$ cat src/rtl/led_fade_pwm.sv
// Brightness fader with mute toggle and PWM LED drive; level slews one LSB per RAMP_DIV clks.
// Optional quadratic brightness curve when LED_FADE_GAMMA_EN is defined (linear duty otherwise).
module led_fade_pwm #(
    parameter int WIDTH    = 8,
    parameter int RAMP_DIV = 65536
) (
    input  logic             clk,
    input  logic             rst,
    input  logic [WIDTH-1:0] target,
    input  logic             button_n,
    output logic             pwm_out,
    output logic [WIDTH-1:0] level,
    output logic             muted,
    output logic             busy
);
    localparam int PW = (RAMP_DIV > 1) ? $clog2(RAMP_DIV) : 1;
    localparam logic [PW-1:0]    PRE_LAST = PW'(RAMP_DIV - 1);
    localparam logic [PW-1:0]    PRE_ONE  = PW'(1);
    localparam logic [WIDTH-1:0] LVL_ONE  = WIDTH'(1);

    typedef enum logic {
        ST_RUN  = 1'b0,
        ST_MUTE = 1'b1
    } state_t;

    // muted is the registered mirror of state and serves as the FSM's observable state.
    state_t           state;
    logic [PW-1:0]    prescaler;
    logic [WIDTH-1:0] pwm_cnt;
    logic [WIDTH-1:0] eff_target;
    logic [WIDTH-1:0] duty;
    logic             button_q;
    logic             press;
    logic             tick;

`ifdef LED_FADE_GAMMA_EN
    logic [2*WIDTH-1:0] level_sq;
    assign level_sq = {{WIDTH{1'b0}}, level} * {{WIDTH{1'b0}}, level};
    assign duty     = level_sq[2*WIDTH-1:WIDTH];
`else
    assign duty = level;
`endif

    assign eff_target = (state == ST_MUTE) ? '0 : target;
    assign press      = button_q & ~button_n;
    assign tick       = (prescaler == PRE_LAST);

    always_ff @(posedge clk) begin
        if (rst) begin
            state     <= ST_RUN;
            muted     <= 1'b0;
            prescaler <= '0;
            pwm_cnt   <= '0;
            pwm_out   <= 1'b0;
            level     <= '0;
            busy      <= 1'b0;
            button_q  <= 1'b1;
        end else begin
            button_q  <= button_n;
            prescaler <= tick ? '0 : prescaler + PRE_ONE;
            pwm_cnt   <= pwm_cnt + LVL_ONE;
            pwm_out   <= (duty > pwm_cnt);
            busy      <= (level != eff_target);

            // A step on a press edge still uses the pre-toggle eff_target.
            if (tick) begin
                if (level < eff_target)
                    level <= level + LVL_ONE;
                else if (level > eff_target)
                    level <= level - LVL_ONE;
            end

            if (press) begin
                state <= (state == ST_RUN) ? ST_MUTE : ST_RUN;
                muted <= (state == ST_RUN);
            end
        end
    end
endmodule

$ cat config.mk
export PLATFORM = sky130hd
export DESIGN_NAME = led_fade_pwm
export DESIGN_NICKNAME = d
export VERILOG_FILES = /design/src/rtl/led_fade_pwm.sv
export SDC_FILE = /design/constraint.sdc
export NUM_CORES = 1
export LEC_CHECK = 0
export CAP_MARGIN = 40
export CORE_MARGIN = 2
export CORE_UTILIZATION = 63
export CTS_BUF_LIST = sky130_fd_sc_hd__clkbuf_4 sky130_fd_sc_hd__clkbuf_8
export DETAILED_ROUTE_END_ITERATION = 8
export PLACE_DENSITY_LB_ADDON = 0.25
export SETUP_SLACK_MARGIN = 0.05
export SLEW_MARGIN = 40
export SYNTH_ARGS = -nofsm -noshare
export SYNTH_HDL_FRONTEND = slang
export SYNTH_SLANG_ARGS = --single-unit
$ cat constraint.sdc
create_clock -name clk -period 5.1 [get_ports clk]
set_clock_uncertainty 0.1 [all_clocks]
set_input_delay 1.02 -clock clk [delete_from_list [all_inputs] [get_ports clk]]
set_output_delay 1.02 -clock clk [all_outputs]
set_load 0.02 [all_outputs]
==> results of run 1 <==
## per-stage QoR
| stage | std cells | setup WS (ns) | hold slack [ns] |
|---|---|---|---|
| 2_1_floorplan | 230 | 1.52 | 0.326 |
| 3_3_place_gp | 289 | 0.901 | 0.343 |
| 3_5_place_dp | 289 | 0.793 | 0.349 |
| 4_1_cts | 297 | 1.10 | 0.375 |
| 5_1_grt | 297 | 0.923 | 0.398 |
| 6_report | 297 | 1.08 | 0.370 |
## sequential cells by signal, indices dropped and copies added, names as in the netlist
name       flops
level          8
button_q       1
pwm_cnt        8
busy           1
pwm_out        1
prescaler     16
muted          1
## path summary, 6_finish.rpt
check        cells past startpoint                     to             startpoint  slack (ns)
max                             15  level[7]$_SDFFE_PP0P_              target[1]        1.08
min                              1  pwm_cnt[0]$_SDFF_PP0_  pwm_cnt[0]$_SDFF_PP0_        0.37
max reg2reg                     14  level[7]$_SDFFE_PP0P_     muted$_SDFFE_PP0P_        1.61
min reg2reg                      1  pwm_cnt[0]$_SDFF_PP0_  pwm_cnt[0]$_SDFF_PP0_        0.37
## routing by layer
metal | GRT usage, % | vias up | routed length, µm
li1 | - | 826 | -
met1 | 28.4 | 731 | 1810
met2 | 41.2 | 30 | 1840
met3 | 9.24 | 8 | 190
met4 | 8.07 | 0 | 64
met5 | 0 | - | 0
## logic make-up (layout without fill, tap and decap cells)
logic type      count (synthesis)  count (layout)  synth area share (%)
compound gates                 25              25                  7.90
mux                             6               6                  2.92
flops                          36              36                  35.0
simple gates                   94              94                  23.6
fa+ha+maj                      25              25                  15.6
xor+xnor                       27              27                  11.5
buf+inv                        17              40                  3.58
## cell type report
class,count,area [µm²],share of cell area (%)
Multi-Input combinational cell,177,1260,53.4
Sequential cell,36,721,30.4
Timing Repair Buffer,21,205,8.67
Tap cell,44,55.1,2.33
Clock buffer,6,45.0,1.90
Inverter,11,41.3,1.74
Clock inverter,2,35.0,1.48
## worst max-delay path, delay by kind of cell
| family | cells | cell delay (ns) |
|---|---|---|
| buffers and inverters | 2 | 0.65 |
| AOI/OAI and AO/OA | 6 | 0.98 |
| and+or+nand+nor | 5 | 0.95 |
| adders and majority gates | 2 | 0.63 |
## layout by cell type (no fill, tap or decap), types with 2 or more instances in the layout
cell type and instances:
nor2_1 36, dfxtp_1 36, ha_1 24, clkdlybuf4s50_1 20, xnor2_1 14, xor2_1 13, inv_1 11, nand2b_1 11
a21oi_1 10, nand3_1 10, nand2_1 9, nor2b_1 6, mux2i_1 6, clkbuf_4 6, and3_1 5, nand4_1 5
o21ai_0 4, a21o_1 3, o211ai_1 2, and4_4 2
## where the power goes
group	internal (mW)	total (mW)	switching, mW
sequential	0.288	0.294	0.00673
clock	0.108	0.204	0.0958
combinational	0.0285	0.0558	0.0272
total	0.424	0.554	0.130
==> results.ini, run 1 <==
[yosys]
synth_top_flop_cell=dfxtp_1
yosysSeqAreaShare_pct=35.0
synthCells=230
synth_edf_count=0
synth_top_cell_by_area=dfxtp_1
netlist_top_cells_area=dfxtp_1 (35%), ha_1 (15%), nor2_1 (6.6%), xnor2_1 (6.0%), xor2_1 (5.5%)
synth_cell_types=38
synth_common_cells=dfxtp_1 (36), nor2_1 (36), ha_1 (24), xnor2_1 (14), xor2_1 (13)
netlist_area_um2=2060
synthArstFlopShare_pct=0
yosys_warnings=0
synth_seq_cells=36
yosys.area.top_type_share_pct=35.0
syn_nets=266
syn_avg_cell_area_um2=8.95

[drt]
routedWlPerCell_um=13.2
finalWirelength_mm=3.91
drt_iter0_markers=78
drc=0
firstDrtPassIters=4
vias=1595
ant_nets=0
via_per_inst=5.37

[layout]
layout-drive-gt1-share_pct=6.32
fin_area_um2=2370
nNetsFinal=288
syn2layout_area_growth_pct=14.9
num_antenna_cells=0
fillerInstances=229
fin_util_pct=76.9

[setup_path]
critPathRequiredTime_ns=5.30
critPathMaxFanout=8
crit_slowest_cell=or4_1
crit_path_end_kind=register
crit_top_cell=ha_1
crit_chain=clkdlybuf4s50_1 -> nand2b_1 -> ha_1 -> nor2b_1 -> o211ai_1 -> a21boi_1 -> nor2_1 -> inv_1 -> ha_1 -> a21o_1 -> a21oi_2 -> o31ai_1 -> or4_1 -> o221a_1 -> nand3_1
critPathKind=input port to register
slowest_delay_ns=0.48
crit_path_start_kind=input port
crit_arrival_ns=4.23

[clock_tree]
post_cts_buffers=0
cts_hold_buffers=0
cts-root-buf=clkbuf_4
htree_num_levels=2
insertion_delay_ns=0.35
cts.repair.resized=0
cts.clk_slew.worst_paths_ns=0.11
clock_path_buffers=2
cts_made_buffers=5
cts_tree=done
clock_sinks=36

[timing]
worst_slew_pin_slew_ns=0.718
finalHoldViolations=0
setup_viol=0
drv_slew=0
final.setup.tns_ns=0
rsz0062_at_grt=no
min_period_ns=4.02
fin_crit_sh_pct=78.9
timing.slew.headroom_pct=52.0
fmax_mhz=249

[placed_design]
hpwl_mm=2.84
port_buffers=21
place_area_um2=2290
place_congestion=0.815

[die]
design.core.area_um2=3080
die_w_um=61.2
io_pins=22
design.die.area_um2=3740
fp.dieH_um=61.2
rows=20
initial_core_util_pct=66.9

[grt]
grt_max_degree=25
grtUsageTotal_pct=24.4
antenna_found_initial=0
grt_pass1_vias=1516
grt_pass1_wl_mm=6.57
overflow=0

[flow_run]
drv_cap=0

[power]
vdd_drop_max_mv=0.196
p_per_area_nw_per_um2=234
power_uw=554
p_leak_nw=1.00

[worst_hold_path]
hp-class=register to register

[outcome]
status=complete, no violations

Power figures use the tool's default switching activity.
==> inputs of run 2 (changes only) <==
--- a/config.mk
+++ b/config.mk
@@ -7,7 +7,7 @@
 export LEC_CHECK = 0
 export CAP_MARGIN = 40
 export CORE_MARGIN = 2
-export CORE_UTILIZATION = 63
+export CORE_UTILIZATION = 53
 export CTS_BUF_LIST = sky130_fd_sc_hd__clkbuf_4 sky130_fd_sc_hd__clkbuf_8
 export DETAILED_ROUTE_END_ITERATION = 8
 export PLACE_DENSITY_LB_ADDON = 0.25
==> constraint.sdc (replaced) <==
create_clock -name clk -period 3.4 [get_ports clk]
set_clock_uncertainty 0.1 [all_clocks]
set_input_delay 0.68 -clock clk [delete_from_list [all_inputs] [get_ports clk]]
set_output_delay 0.68 -clock clk [all_outputs]
set_load 0.02 [all_outputs]
==> results.ini, run 2 (same netlist as run 1, synthesis figures left out) <==
[clock_tree]
insertion_delay_ns=0.29
htree_num_levels=2
cts_hold_buffers=0
cts-root-buf=clkbuf_8
clock_path_buffers=2
clock_sinks=36
cts_tree=done
cts_made_buffers=5
cts.clk_slew.worst_paths_ns=0.07

[die]
fp.dieH_um=66.3
design.die.area_um2=4400
design.core.area_um2=3690
rows=22
io_pins=22
initial_core_util_pct=55.8
die_w_um=66.3

[power]
power_uw=872
vdd_drop_max_mv=0.287
p_per_area_nw_per_um2=317
p_leak_nw=1.19

[timing]
fin_crit_sh_pct=97.7
drv_slew=0
setup_viol=0
finalHoldViolations=0
fmax_mhz=301
min_period_ns=3.32
final.setup.tns_ns=0
worst_slew_pin_slew_ns=0.569
hold_ws_ns=0.369
timing.slew.headroom_pct=62.1

[layout]
largest_reg_flops=16
fin_util_pct=74.5
final_common_cell=dfxtp_1
top_regs=prescaler (16), level (8), pwm_cnt (8)
final_cell_mix=dfxtp_1 (35), nor2_1 (34), buf_4 (23), ha_1 (19), clkdlybuf4s50_1 (18)
num_antenna_cells=0
fillerInstances=275
largest_register=prescaler
nNetsFinal=314
layout.cells.non_filler=327
layout-drive-gt1-share_pct=23.3
syn2layout_area_growth_pct=33.4

[drt]
vias=1741
ant_nets=0
drc=0
drt_iter0_markers=66
firstDrtPassIters=4
via_per_inst=5.32
finalWirelength_mm=4.82
routedWlPerCell_um=14.7

[grt]
grt_max_degree=18
antenna_found_initial=0
grt_pass1_vias=1636
grt_pass1_wl_mm=7.47
grtUsageTotal_pct=22.6
overflow=0

[placed_design]
port_buffers=21
dp.cells=309
hpwl_mm=3.05
place_congestion=0.896

[setup_path]
crit_chain=clkdlybuf4s50_1 -> nand2b_1 -> ha_4 -> nand2_4 -> nor2_4 -> a21boi_4 -> nor2_2 -> inv_2 -> buf_6 -> ha_4 -> a21oi_4 -> o21a_1 -> o31ai_2 -> or4_1 -> o221a_1 -> nand3_1
critPathRequiredTime_ns=3.54
crit_path_end_kind=register
critPathKind=input port to register
crit_path_start_kind=input port
slowest_delay_ns=0.47
crit_family=simple AND/OR/NAND/NOR gates
critPathMaxFanout=5
crit_top_cell=ha_4
crit_slowest_cell=or4_1
critPathBufInv=3
crit_arrival_ns=3.46

[worst_hold_path]
hp-class=register to register

[outcome]
status=complete, no violations

[flow_run]
drv_cap=0

run 2: cell type report:
type	count	area [µm²]	area share, %
Multi-Input combinational cell	177	1410	51.2
Sequential cell	36	722	26.3
Timing Repair Buffer	47	424	15.4
Clock buffer	6	82.6	3.01
Tap cell	48	60.1	2.19
Inverter	11	41.3	1.50
Clock inverter	2	10.0	0.364
run 2: where the power goes:
group	leakage (nW)	internal (mW)	switching, mW
clock network	0.0510	0.162	0.156
logic	0.845	0.0583	0.0526
registers	0.293	0.432	0.0111
total	1.19	0.652	0.220
run 2: worst paths after layout:
path,depth (start not counted),from,end,slack [ns]
worst min register to register,1,prescaler[0]$_SDFF_PP0_,prescaler[0]$_SDFF_PP0_,0.37
worst max register to register,15,muted$_SDFFE_PP0P_,level[7]$_SDFFE_PP0P_,0.15
worst min-delay path,1,prescaler[0]$_SDFF_PP0_,prescaler[0]$_SDFF_PP0_,0.37
worst max-delay path,16,target[7],level[7]$_SDFFE_PP0P_,0.08
run 2: metal layers:
metal  GRT usage (%)  routed length, µm  vias up
li1                -                  -      879
met1            30.0               2230      816
met2            35.0               2310       37
met3            5.28                161        9
met4            9.18                121        0
met5               0                  0        -
run 2: per-stage QoR:
stage	area, µm²	setup WS (ns)
2_1_floorplan	2060	0.148
3_3_place_gp	2420	-0.319
3_5_place_dp	2420	-0.376
4_1_cts	2570	0.0298
5_1_grt	2750	-0.0431
6_report	2750	0.0766
run 2: timing repair:
action,in CTS,in global routing
buffers inserted,5,5
resized for setup,6,32
gates cloned,0,0
setup endpoints to repair,3,4
pin swaps,9,18
==> inputs of run 3 (changes only) <==
--- a/config.mk
+++ b/config.mk
@@ -9,6 +9,7 @@
 export CORE_MARGIN = 2
 export CORE_UTILIZATION = 53
 export CTS_BUF_LIST = sky130_fd_sc_hd__clkbuf_4 sky130_fd_sc_hd__clkbuf_8
+export CTS_CLUSTER_DIAMETER = 30
 export DETAILED_ROUTE_END_ITERATION = 8
 export PLACE_DENSITY_LB_ADDON = 0.25
 export SETUP_SLACK_MARGIN = 0.05
==> results of run 3 <==
Final layout, timing and power as in run 2 (identical DEF).
